**src/rtl/fcs32_16_tx.sv**
```systemverilog
// Transmit-side FCS inserter for the 16-bit framed datapath: forwards payload words
// and appends the two-word Ethernet CRC-32 FCS after the last payload word.
module fcs32_16_tx #(
    parameter logic [31:0] CRC_INIT = 32'hFFFF_FFFF
) (
    input  logic        pclk_i,
    input  logic        rst_n_i,
    input  logic [15:0] data_i,
    input  logic        sof_i,
    input  logic        eof_i,
    input  logic        vld_i,
    output logic        rdy_o,
    output logic [15:0] data_o,
    output logic        sof_o,
    output logic        eof_o,
    output logic        vld_o,
    input  logic        rdy_i,
    output logic        seq_err_o
);

    localparam int unsigned DW = 16;
    localparam int unsigned CW = 32;

    typedef enum logic [1:0] {
        S_IDLE,
        S_DATA,
        S_FCS_HI,
        S_FCS_LO
    } state_t;

    // CRC-32 (poly 04C11DB7) advanced by one 16-bit word, word MSB first.
    function automatic logic [CW-1:0] fcs32_16(input logic [DW-1:0] d, input logic [CW-1:0] c);
        logic [CW-1:0] r;
        r = c;
        for (int i = DW - 1; i >= 0; i--) begin
            if (r[CW-1] ^ d[i]) r = {r[CW-2:0], 1'b0} ^ 32'h04C1_1DB7;
            else                r = {r[CW-2:0], 1'b0};
        end
        return r;
    endfunction

    // Final FCS value: bit-reversed and complemented CRC register.
    function automatic logic [CW-1:0] fcs32_brev(input logic [CW-1:0] c);
        logic [CW-1:0] r;
        for (int i = 0; i < int'(CW); i++) r[i] = ~c[CW-1-i];
        return r;
    endfunction

    state_t          state, state_nxt;
    logic [CW-1:0]   crc, crc_nxt;
    logic [DW-1:0]   data_nxt;
    logic            sof_nxt, eof_nxt, vld_nxt, seq_err_nxt;
    logic            slot_free, accept;
    logic [CW-1:0]   fcs;

    assign slot_free = !vld_o || rdy_i;
    assign rdy_o     = ((state == S_IDLE) || (state == S_DATA)) && slot_free;
    assign accept    = vld_i && rdy_o;
    assign fcs       = fcs32_brev(crc);

    // State, CRC and output register stage.
    always_ff @(posedge pclk_i or negedge rst_n_i) begin
        if (!rst_n_i) begin
            state     <= S_IDLE;
            crc       <= CRC_INIT;
            data_o    <= '0;
            sof_o     <= 1'b0;
            eof_o     <= 1'b0;
            vld_o     <= 1'b0;
            seq_err_o <= 1'b0;
        end else begin
            state     <= state_nxt;
            crc       <= crc_nxt;
            data_o    <= data_nxt;
            sof_o     <= sof_nxt;
            eof_o     <= eof_nxt;
            vld_o     <= vld_nxt;
            seq_err_o <= seq_err_nxt;
        end
    end

    // Next state; the output slot holds its beat until downstream takes it.
    always_comb begin
        state_nxt   = state;
        crc_nxt     = crc;
        data_nxt    = data_o;
        sof_nxt     = sof_o;
        eof_nxt     = eof_o;
        vld_nxt     = vld_o && !rdy_i;
        seq_err_nxt = 1'b0;
        case (state)
            S_IDLE: begin
                if (accept) begin
                    if (sof_i) begin
                        crc_nxt   = fcs32_16(data_i, CRC_INIT);
                        data_nxt  = data_i;
                        sof_nxt   = 1'b1;
                        eof_nxt   = 1'b0;
                        vld_nxt   = 1'b1;
                        state_nxt = eof_i ? S_FCS_HI : S_DATA;
                    end else begin
                        seq_err_nxt = 1'b1;
                    end
                end
            end
            S_DATA: begin
                if (accept) begin
                    // A sof here abandons the current frame and restarts the CRC.
                    crc_nxt     = fcs32_16(data_i, sof_i ? CRC_INIT : crc);
                    data_nxt    = data_i;
                    sof_nxt     = sof_i;
                    eof_nxt     = 1'b0;
                    vld_nxt     = 1'b1;
                    seq_err_nxt = sof_i;
                    if (eof_i) state_nxt = S_FCS_HI;
                end
            end
            S_FCS_HI: begin
                if (slot_free) begin
                    data_nxt  = fcs[31:16];
                    sof_nxt   = 1'b0;
                    eof_nxt   = 1'b0;
                    vld_nxt   = 1'b1;
                    state_nxt = S_FCS_LO;
                end
            end
            S_FCS_LO: begin
                if (slot_free) begin
                    data_nxt  = fcs[15:0];
                    sof_nxt   = 1'b0;
                    eof_nxt   = 1'b1;
                    vld_nxt   = 1'b1;
                    state_nxt = S_IDLE;
                end
            end
            default: state_nxt = S_IDLE;
        endcase
    end

endmodule

```
**config.mk**
```make
export PLATFORM = sky130hd
export DESIGN_NAME = fcs32_16_tx
export DESIGN_NICKNAME = d
export VERILOG_FILES = /design/src/rtl/fcs32_16_tx.sv
export SDC_FILE = /design/constraint.sdc
export NUM_CORES = 1
export LEC_CHECK = 0
export CAP_MARGIN = 20
export CELL_PAD_IN_SITES_DETAIL_PLACEMENT = 1
export CELL_PAD_IN_SITES_GLOBAL_PLACEMENT = 2
export CORE_ASPECT_RATIO = 0.9
export CORE_MARGIN = 2
export CORE_UTILIZATION = 30
export CTS_BUF_LIST = sky130_fd_sc_hd__clkbuf_8 sky130_fd_sc_hd__clkbuf_16
export DETAILED_ROUTE_END_ITERATION = 10
export PLACE_DENSITY = 0.74
export REMOVE_ABC_BUFFERS = 1
export SYNTH_ARGS = -nofsm -noshare
export SYNTH_HDL_FRONTEND = slang
export SYNTH_SLANG_ARGS = --single-unit
```
**constraint.sdc**
```tcl
create_clock -name pclk_i -period 3.35 [get_ports pclk_i]
set_input_delay 0.67 -clock pclk_i [delete_from_list [all_inputs] [get_ports pclk_i]]
set_output_delay 0.67 -clock pclk_i [all_outputs]
set_load 0.02 [all_outputs]
```
Word-level counts from Yosys, hierarchy flattened:

Index checks and enable logic that the tools add are counted.
W data, S select, Z words.

* bitwise gates (word level): 94
* reduce and logical (&&, ||, !) cells: 14
* equal/unequal tests: 10
* multiplexer cells: 145

Operators by type and width (number)
* $mux W32: 79
* $mux W27: 32
* $not A14 Y14: 31
* $mux W16: 5
* $pmux W16 S4: 1
* $pmux W32 S2: 1
* $not A1 Y1: 32
* $xor A1 B1 Y1: 31
* $mux W1: 15
* $mux W2: 7
* $ne A2 B2 Y1 const B: 6
* $pmux W2 S4: 1
* $reduce_and A4 Y1: 2
* $pmux W1 S3: 2
* $reduce_and A6 Y1: 1
* $reduce_and A5 Y1: 1
* $eq A2 B2 Y1 const B: 2
* $pmux W1 S4: 1
* $logic_and A1 B1 Y1: 3
* $eq A2 B1 Y1 const B: 1
* $logic_not A1 Y1: 2
* $logic_not A2 Y1: 1
* $logic_or A1 B1 Y1: 2
* $ne A2 B1 Y1 const B: 1
* 3 further kinds: 3

* input port bits: 22
* flip-flop bits (word level): 54

Depth between registers and ports, before layout:

* depth in word-level cells: 81
* mapped depth: 11
* mapped depth without buffers: 9

Least setup slack after synthesis:

OpenSTA, ideal clock, no wires.

* kind: input to register
* start point: input data_i[12]
* end point: register crc[8]
* required time: 3286 ps
* arrival: 3051 ps
* setup slack: 235 ps
* buffers on the path: 1
* setup time: 64 ps
* cell stages on the path: 7
* cell sequence: buf_6 -> xnor3_2 -> xnor2_4 -> xnor3_2 -> xnor3_2 -> or3_1 -> nand3_1

* cells in the longest elaborated chain, start to end: 53

RTL lines
* start, declared: RTL line 8 `input logic [15:0] data_i,`
* $xor A1 B1 Y1: RTL line 36 `if (r[CW-1] ^ d[i]) r = {r[CW-2:0], 1'b0} ^ 32'h04C1_1DB7;`
* $mux W27: RTL line 36
* $mux W32: RTL line 94 `if (sof_i) begin`
* $mux W32: RTL line 93 `if (accept) begin`
* $mux W32: RTL line 91 `case (state)`
* $mux W32: RTL line 94
* $mux W32: RTL line 93
* $mux W32: RTL line 91
* [37 not listed]
* $mux W32: RTL line 94
* $mux W32: RTL line 93
* $mux W32: RTL line 91
* $not A14 Y14 (no source line)
* $mux W27: RTL line 36
* $mux W32: RTL line 94
* $mux W32: RTL line 93
* $pmux W32 S2 *: RTL line 91
* end signal, assigned: RTL line 73 `crc <= crc_nxt;`
* end, declared: RTL line 50 `logic [CW-1:0] crc, crc_nxt;`

Every way passes the cells marked *; elsewhere a longest branch is shown, timed or not. The select of a mux whose other input is x is not followed.
A chain may end at the register's enable or synchronous reset.

Worst setup path after layout:

* start point: input data_i[15]
* end point: register crc[9]

* cells in the longest elaborated chain, start to end: 66

RTL lines (RTL line)
* $mux W27: 36
* $mux W32: 94
* $mux W32: 93
* $mux W32: 91
* $mux W32: 94
* $mux W32: 93
* $mux W32: 91
* $mux W32: 94
* [50 not listed]
* $mux W27: 36
* $mux W32: 94
* $mux W32: 93
* $mux W32: 91
* $mux W27: 36
* $mux W32: 94
* $mux W32: 93
* $pmux W32 S2 *: 91

Marked as above.

==> flow_metrics.py <==
metrics = {
    "route": {
        "ant_nets": 0,
        "drt_iter0_markers": 260,
        "routed_via_density": 4.81,
        "drc": 0,
        "wl_per_cell_um": 21.7,
        "drt_pass1_iterations": 4,
        "via_count": 4638,
        "wl_mm": 21.0,
    },
    "sta": {
        "clock_skew_ns": 0.00696,
        "hold_viol": 0,
        "drv_slew": 0,
        "setup_violations": 0,
        "fmax_ghz": 0.305,
        "period_share": 0.980,
        "max-slew-margin-rel": 0.451,
        "layout_min_cycle_time_ns": 3.28,
        "worstMarginPinSlew_ns": 0.822,
    },
    "critical_path": {
        "path_buf_inv": 2,
        "worst_path_largest_cell_delay_ns": 0.54,
        "cp-start-kind": "input pin",
        "crit_cells": 9,
        "endpoint_kind": "flop",
        "crit_type": "in -> reg",
        "r2r_cells": 9,
        "path_max_fanout": 6,
        "worstPathArrival_ns": 3.53,
        "cp_slowest_cell": "clkdlybuf4s50_1",
        "worstPathRequired_ns": 3.59,
        "cpLargestDelayFamily": "XOR/XNOR gates",
        "path_cells": "clkdlybuf4s50_1 -> buf_4 -> xnor2_2 -> xnor2_2 -> xor2_1 -> xor2_1 -> xnor3_1 -> a21oi_1 -> nor2_1",
    },
    "die": {
        "die-area_mm2": 0.0198,
        "die_h_um": 134,
        "start_util": 0.306,
        "io_pins": 43,
        "num_rows": 47,
        "die_x_um": 148,
        "core_mm2": 0.0183,
    },
    "placed_design": {
        "port_buffers": 42,
        "placed_cell_area_mm2": 0.00701,
        "place_congestion": 0.964,
        "placed_cells": 956,
        "place_hpwl_mm": 16.7,
    },
    "synthesis": {
        "synth-compound-area-share": 0.120,
        "synth_area_leaders": "xnor2_1 (27%), dfstp_2 (15%), dfrtp_1 (9.8%)",
        "synth-simple-area-share": 0.0754,
        "postSynthCellCount": 598,
        "synthAdderAreaFrac": 0.00892,
        "synthesis.area_mm2": 0.00561,
        "ys_types": 43,
        "synth_flop_cell": "dfstp_2",
        "yosysMostFrequentCell": "xnor2_1",
        "postSynthAreaPerCell_um2": 9.38,
        "synth_top_area_share": 0.266,
        "synthMuxAreaShare": 0.0167,
        "synth_xor_xnor_area_share": 0.490,
        "synth_async_sr_flop_share": 1.00,
        "yosysWarnings": 0,
        "synth_area_leader_cell": "xnor2_1",
        "synth_commonest_cells": "xnor2_1 (170), nor2_1 (76), a21oi_1 (52)",
        "synth_edf_count": 0,
        "synth_top_family_by_area": "XOR/XNOR gates",
        "ys_ff_latch": 54,
        "yosysSeqAreaShare": 0.248,
    },
    "cts": {
        "cts_sinks": 54,
        "numCtsBuffers": 5,
        "ctsHoldBuffers": 0,
        "cts_tree": "built",
        "cts_max_level": 2,
        "root_buffer": "clkbuf_16",
        "clkTransAtPathRegs_ns": 0.07,
        "clk-insertion-delay-late_ns": 0.32,
        "clk_path_buf_depth": 2,
    },
    "final_layout": {
        "nFillCells": 2126,
        "num-nets-final": 744,
        "drive_gt1_frac": 0.255,
        "fin_area_mm2": 0.00719,
        "antenna_cells": 0,
        "syn2layout_area_growth_pct": 28.2,
        "final_cell_count_no_fill": 964,
    },
    "run": {
        "cap_violations": 0,
    },
    "global_routing": {
        "grtUsageTotal": 0.219,
        "antenna_found_initial": 0,
        "grt_pass1_vias": 5068,
        "grt.overflow.total": 0,
        "grt_start_max_net_pins": 59,
        "grt_pass1_wl_mm": 31.9,
    },
    "hold_path": {
        "holdCritPathClass": "in -> async",
    },
    "status": {
        "status": "finished, final reports clean",
    },
}
what timing repair did:
item | CTS | global route
endpoints found under the setup margin | 0 | 1
resized for setup | 0 | 2
buffers inserted | 0 | 0
cell type report:
| type | instances | area (µm²) | area share |
|---|---|---|---|
| clock inverter | 2 | 16.3 | 0.00226 |
| tap | 245 | 307 | 0.0426 |
| clock buffer | 6 | 139 | 0.0193 |
| sequential | 54 | 1390 | 0.194 |
| timing repair buffer | 155 | 1300 | 0.181 |
| multi-input combinational | 496 | 4010 | 0.558 |
| inverter | 6 | 22.5 | 0.00313 |
layer usage:
metal  routed length [µm]  track usage  share of wire  vias up
met2                 9830        0.356           0.47      101
li1                     -            -              -     2188
met4                  271       0.0476          0.013        0
met3                 1330       0.0267          0.063       19
met1                 9520        0.312           0.45     2330
met5                    0            0              0        -
cells in the final DEF (no fill, tap or decap), types with 5 or more instances in the layout:
cell type / n
xnor2_2: 10
a21oi_1: 52
a21o_1: 9
xnor2_4: 7
buf_4: 110
mux2i_1: 6
dfstp_2: 32
xnor2_1: 169
nand2_1: 23
clkdlybuf4s50_1: 41
dfrtp_1: 22
nor2_1: 76
xor2_1: 47
o21ai_0: 27
clkbuf_16: 5
xnor3_1: 13
inv_1: 6
o22ai_1: 15
state kept, by name, summed over array words and instances, names as in the netlist:
| register | cells |
|---|---|
| seq_err_o | 1 |
| crc | 32 |
| vld_o | 1 |
| sof_o | 1 |
| eof_o | 1 |
| data_o | 16 |
| state | 2 |
through the flow:
step / hold slack [ns] / setup TNS, ns / worst slack (ns) / util
2_1_floorplan: 0.374 / -10.88 / -0.730 / -
3_3_place_gp: 0.486 / -0.995 / -0.210 / 0.382
3_5_place_dp: 0.498 / -2.41 / -0.300 / 0.382
4_1_cts: 0.510 / 0 / 0.0291 / 0.391
5_1_grt: 0.527 / -0.00849 / -0.00849 / 0.392
6_report: 0.471 / 0 / 0.0673 / 0.392
worst register-to-register path, cell delays in order (launching register included):
cell and delay, ns:
dfstp_2 0.69, xnor2_1 0.11, nor2_1 0.30, xnor2_4 0.17, buf_4 0.21, xor2_1 0.39, xor2_1 0.35, xnor3_1 0.39
a21oi_1 0.24, nor2_1 0.09
kinds of logic (layout without fill, tap and decap cells):
kind of cell    Yosys count  in the layout
buf+inv                  48            169
xor+xnor                256            256
fa+ha+maj                 4              4
mux                       9              9
compound gates          119            119
flops                    54             54
simple gates            108            108
path summary, 6_finish.rpt:
kind	startpoint	slack (ns)	to
max	data_i[15]	0.07	crc[9]$_DFFE_PN1P_
min	rst_n_i	0.47	data_o[3]$_DFFE_PN0P_
max reg2reg	crc[30]$_DFFE_PN1P_	0.34	crc[9]$_DFFE_PN1P_
min reg2reg	crc[19]$_DFFE_PN1P_	0.50	crc[19]$_DFFE_PN1P_
max in group asynchronous	rst_n_i	2.32	data_o[4]$_DFFE_PN0P_
min in group pclk_i	crc[19]$_DFFE_PN1P_	0.50	crc[19]$_DFFE_PN1P_
Power is not shown: default switching activity piles up to over one toggle a cycle in this logic, so the estimate is an artifact.
